`config.mk`:
```
export PLATFORM = sky130hd
export DESIGN_NAME = alu_share_arb
export DESIGN_NICKNAME = d
export VERILOG_FILES = /design/src/rtl/alu_share_arb.sv
export SDC_FILE = /design/constraint.sdc
export NUM_CORES = 1
export LEC_CHECK = 0
export CAP_MARGIN = 20
export CORE_AREA = 2 2 122 124
export CTS_BUF_LIST = sky130_fd_sc_hd__clkbuf_4 sky130_fd_sc_hd__clkbuf_8 sky130_fd_sc_hd__clkbuf_16
export DETAILED_ROUTE_END_ITERATION = 8
export DIE_AREA = 0 0 124 126
export PLACE_DENSITY_LB_ADDON = 0.05
export SLEW_MARGIN = 40
export SYNTH_ARGS = -nofsm -noshare
export SYNTH_HDL_FRONTEND = slang
export SYNTH_SLANG_ARGS = --single-unit
```
`constraint.sdc`:
```
create_clock -name clk -period 1.92 [get_ports clk]
set_input_delay 0.384 -clock clk [delete_from_list [all_inputs] [get_ports clk]]
set_output_delay 0.384 -clock clk [all_outputs]
set_load 0.02 [all_outputs]
```
`src/rtl/alu_share_arb.sv`:
```
`default_nettype none
// ============================================================================
// Module      : alu_share_arb
// Description : Round-robin arbiter/sequencer time-sharing one external
//               combinational ALU between two valid/ready requesters.
// Revision    : 1.0 - initial release
// ============================================================================
module alu_share_arb #(
    parameter int WIDTH = 32,
    parameter int SEL_W = 5
) (
    input  logic             clk,
    input  logic             rst_n,
    input  logic             req0_valid,
    output logic             req0_ready,
    input  logic [WIDTH-1:0] req0_a,
    input  logic [WIDTH-1:0] req0_b,
    input  logic [SEL_W-1:0] req0_sel,
    output logic             rsp0_valid,
    input  logic             rsp0_ready,
    output logic [WIDTH-1:0] rsp0_f,
    output logic             rsp0_z,
    input  logic             req1_valid,
    output logic             req1_ready,
    input  logic [WIDTH-1:0] req1_a,
    input  logic [WIDTH-1:0] req1_b,
    input  logic [SEL_W-1:0] req1_sel,
    output logic             rsp1_valid,
    input  logic             rsp1_ready,
    output logic [WIDTH-1:0] rsp1_f,
    output logic             rsp1_z,
    output logic [WIDTH-1:0] alu_a,
    output logic [WIDTH-1:0] alu_b,
    output logic [SEL_W-1:0] alu_sel,
    input  logic [WIDTH-1:0] alu_f,
    input  logic             alu_z,
    output logic             busy
);

    localparam logic [1:0] c_st_idle  = 2'd0;
    localparam logic [1:0] c_st_issue = 2'd1;
    localparam logic [1:0] c_st_resp  = 2'd2;

    logic [1:0]       r_state;
    logic             r_last_grant;
    logic             r_owner;
    logic [WIDTH-1:0] r_a;
    logic [WIDTH-1:0] r_b;
    logic [SEL_W-1:0] r_sel;
    logic [WIDTH-1:0] r_f;
    logic             r_z;

    logic             w_grant;
    logic             w_rsp_hs;
    logic             w_open;
    logic             w_accept;

    // A lone requester always wins; on a tie the one not served last wins.
    always_comb begin
        w_grant = ~r_last_grant;
        if (req0_valid && !req1_valid) begin
            w_grant = 1'b0;
        end else if (req1_valid && !req0_valid) begin
            w_grant = 1'b1;
        end
    end

    assign w_rsp_hs = (r_state == c_st_resp) && (r_owner ? rsp1_ready : rsp0_ready);

    // Ready is combinational, so it is also gated by reset to drop at once.
    assign w_open     = rst_n && ((r_state == c_st_idle) || w_rsp_hs);
    assign req0_ready = w_open && req0_valid && !w_grant;
    assign req1_ready = w_open && req1_valid && w_grant;
    assign w_accept   = req0_ready || req1_ready;

    always_ff @(posedge clk or negedge rst_n) begin
        if (!rst_n) begin
            r_state      <= c_st_idle;
            r_last_grant <= 1'b1;
            r_owner      <= 1'b0;
            r_a          <= '0;
            r_b          <= '0;
            r_sel        <= '0;
            r_f          <= '0;
            r_z          <= 1'b0;
        end else begin
            if (w_accept) begin
                r_a          <= w_grant ? req1_a   : req0_a;
                r_b          <= w_grant ? req1_b   : req0_b;
                r_sel        <= w_grant ? req1_sel : req0_sel;
                r_owner      <= w_grant;
                r_last_grant <= w_grant;
            end
            case (r_state)
                c_st_idle: begin
                    if (w_accept) begin
                        r_state <= c_st_issue;
                    end
                end
                c_st_issue: begin
                    r_f     <= alu_f;
                    r_z     <= alu_z;
                    r_state <= c_st_resp;
                end
                c_st_resp: begin
                    if (w_rsp_hs) begin
                        r_state <= w_accept ? c_st_issue : c_st_idle;
                    end
                end
                default: begin
                    r_state <= c_st_idle;
                end
            endcase
        end
    end

    assign alu_a   = r_a;
    assign alu_b   = r_b;
    assign alu_sel = r_sel;

    assign rsp0_valid = (r_state == c_st_resp) && !r_owner;
    assign rsp1_valid = (r_state == c_st_resp) && r_owner;
    assign rsp0_f     = r_f;
    assign rsp0_z     = r_z;
    assign rsp1_f     = r_f;
    assign rsp1_z     = r_z;
    assign busy       = (r_state != c_st_idle);

endmodule
`default_nettype wire

```
==> results by group <==
Setup path
  • RR Endpoint: alu_b[15]$_DFFE_PN0P_
  • Worst endpoint required time: about 1.5 ns
  • Internal reg-to-reg setup slack: 0.30 ns
  • Reg2reg path depth: 6
  • Worst Path Arrival: 1.49 ns
  • Type of origin of the critical path: flop
  • Worst Setup End Kind: output port
  • Worst path max stage delay: 0.37 ns
  • CP max stage cell: dfrtp_1
  • Crit Reg-Reg Startpoint: r_owner$_DFFE_PN0P_
  • Critical Path Fanout Max: 2
  • Worst-path cell chain: mux2i_2 -> a21oi_2 -> buf_4 -> nand2_4 -> nor2_4 -> buf_6
  • Critical path type: flop to output port

STA
  • Relative slew margins: a little under three fifths
  • Setup violations, final: 0
  • Max Slew Vio Count: 0
  • Fin. Hold Viols: 0
  • Setup TNS: 0 ns
  • FMAX: 533 MHz
  • Period utilization: 97.8%
  • Tmin final: 1.88 ns
  • Skew final: 0.00555 ns
  • Fin worst setup slack: around 0.042 ns
  • Worst-Margin Slew: 0.649 ns
  • WHS: roughly 0.11 ns

Route
  • Routed vias/inst: 4.52
  • Via count: 4092
  • 1st-iter DRT viols: 125
  • ANT nets after route: 0
  • Initial DRT Pass Iterations: 4
  • Wire length per cell: 15.8 um
  • Routed wire length: 14.3 mm
  • Number of remaining DRC errors: 0

Synth
  • Sequential share of the synthesized area: 54.3%
  • Post-synthesis instance total: 429
  • Number of flops mapped to enable cells by yosys: 0
  • Top_reg_cell synth: dfrtp_1
  • Most frequent cell after synthesis: dfrtp_1
  • Syn. warnings: 0
  • Syn nets: 606
  • Distinct cells, synth: 24
  • Seq cells post-synth: between 100 and 150
  • Mapped Area: 4890 um^2
  • Area leader, netlist: dfrtp_1
  • Top post-synthesis cells by area: dfrtp_1 54%, mux2i_1 14%, mux2_2 7.8%, o21ai_0 6.0%, buf_4 5.8%
  • Post-synth top cells: 105 x dfrtp_1, 71 x nand2_1, 70 x mux2i_1
  • Average size of a mapped cell: 11.4 um^2
  • Post-synth top area share: a little over half
  • Fraction of registers with async set/reset: 100%

Final layout
  • Share of cells above drive strength 1: 11.8%
  • Seq. cell area: 2650 um^2
  • Util after Layout: 58.7%
  • Final net count: just under 900
  • Ant diodes: 0
  • Post-Layout Cell Count: 906
  • Fill cell count: about 1300
  • Area growth, synth to finish: 71.9%
  • Footprint of the multi-input gates: 1850 um^2

Die
  • Core area: roughly 14000 um^2
  • Total Die Area: 15600 um^2
  • Initial Util: 34.1%
  • Die Y: about 130 um
  • Die W: 124 um
  • Std-Cell Rows: 44
  • Num ports: 317

Placed design
  • Placed Cells: 888
  • Buffers on Ports: 316
  • Post-detail-place hpwl: 11.4 mm
  • Dpl ws: -0.582 ns
  • RePlAce Congestion: roughly 0.8

Global routing
  • Vias in the first global route: 4152
  • Pin count of the biggest net entering global routing: 73
  • Gr ovfl total: 0
  • First-pass GRT wire length: 21.5 mm
  • Initial antenna violation count: 0
  • Total GRT Usage: between 10% and 20%

Clock network
  • H-tree levels: 3
  • TritonCTS clock tree: built
  • Max Buffers Root-to-Sink: 2
  • Clk sink count: 106
  • CTS clk-pin slew, worst paths: 0.07 ns
  • Worst-skew pair later-pin latency: 0.34 ns
  • CTS buffer count: 9
  • Root Driver: clkbuf_16

Power
  • Worst vdd ir: 0.696 mV
  • Pwr dens: 1500 nW/um^2
  • P_leak: around 3.7 nW

Hold path
  • Hold Crit Class: primary input to asynchronous set/reset pin

Run status
  • Outcome: finished clean

Run
  • Maxcap violations: 0
[cell usage in the layout, fill, tap and decap left out, types with 2 or more instances in the layout]
| cell type | Yosys | final |
|---|---|---|
| clkbuf_4 | 1 | 2 |
| clkdlybuf4s50_1 | 0 | 308 |
| buf_6 | 5 | 2 |
| dfrtp_1 | 105 | 105 |
| nor2_1 | 4 | 3 |
| nand2b_1 | 3 | 3 |
| clkinv_2 | 0 | 2 |
| buf_4 | 38 | 17 |
| nand2_1 | 71 | 70 |
| buf_12 | 0 | 5 |
| dlygate4sd2_1 | 0 | 4 |
| mux2i_1 | 70 | 69 |
| o21ai_0 | 59 | 59 |
| clkbuf_16 | 0 | 9 |
| mux2_2 | 34 | 34 |
| o21ai_1 | 10 | 10 |
| inv_1 | 2 | 2 |
| clkbuf_8 | 0 | 3 |
[critical path: cells and delay by family (launching register included)]
family	cells	cell delay, ns
buf+inv	2	0.29
flops	1	0.37
compound gates	1	0.10
simple gates	2	0.10
mux	1	0.29
[final cells by class]
type | count | area share, %
Timing Repair Buffer | 337 | 40.1
Sequential cell | 106 | 31.6
Multi-Input combinational cell | 261 | 22.0
Clock buffer | 14 | 3.35
Tap cell | 184 | 2.74
Clock inverter | 2 | 0.119
Inverter | 2 | 0.0894
[how the worst max path moves through the flow]
stage	to	start
2_1_floorplan	req1_ready	r_owner$_DFFE_PN0P_
3_3_place_gp	req1_ready	rsp1_ready
3_5_place_dp	req1_ready	rsp0_ready
4_1_cts	req0_ready	r_owner$_DFFE_PN0P_
5_1_grt	req1_ready	r_owner$_DFFE_PN0P_
6_report	req0_ready	r_owner$_DFFE_PN0P_
[per-stage QoR]
step / total power [mW] / instance area (um^2)
5_1_grt: 13.4 / 8400
2_1_floorplan: 7.65 / 4890
6_report: 12.6 / 8400
4_1_cts: 12.7 / 8380
3_3_place_gp: 10.8 / 8080
3_5_place_dp: 10.9 / 8080
[sequential cells by signal, summed over array words and instances, names as in the netlist]
name and cells:
alu_a 32, alu_b 32, alu_sel 5, r_last_grant 1, r_owner 1, r_state 2
rsp0_f 32, rsp0_z 1
[per-layer routing]
layer	wire, um	share of wire (%)	global-route usage [%]
met5	0	0	0
met4	488	3.4	8.66
met3	1530	11	6.57
met2	7360	51	32.9
met1	4940	35	18.4
[power by group]
part	switching [mW]	total, mW	internal [mW]
registers	0.605	3.85	3.25
logic	3.39	6.94	3.54
clock network	0.767	1.78	1.01
[cells by family after synthesis]
logic type / Yosys count / synth area share, %
DFF: 106 / 54.3
and+or+nand+nor: 81 / 6.58
AOI/OAI and AO/OA: 76 / 8.14
muxes: 104 / 22.2
buffers and inverters: 62 / 8.81
[what timing repair did]
action | 4_1_cts | 5_1_grt
setup buffers | 1 | 1
resized for setup | 17 | 7
hold buffers | 0 | 0
setup endpoints to repair | 5 | 3
pin swaps | 1 | 0
Note: power is estimated with default switching activity, not from simulation.
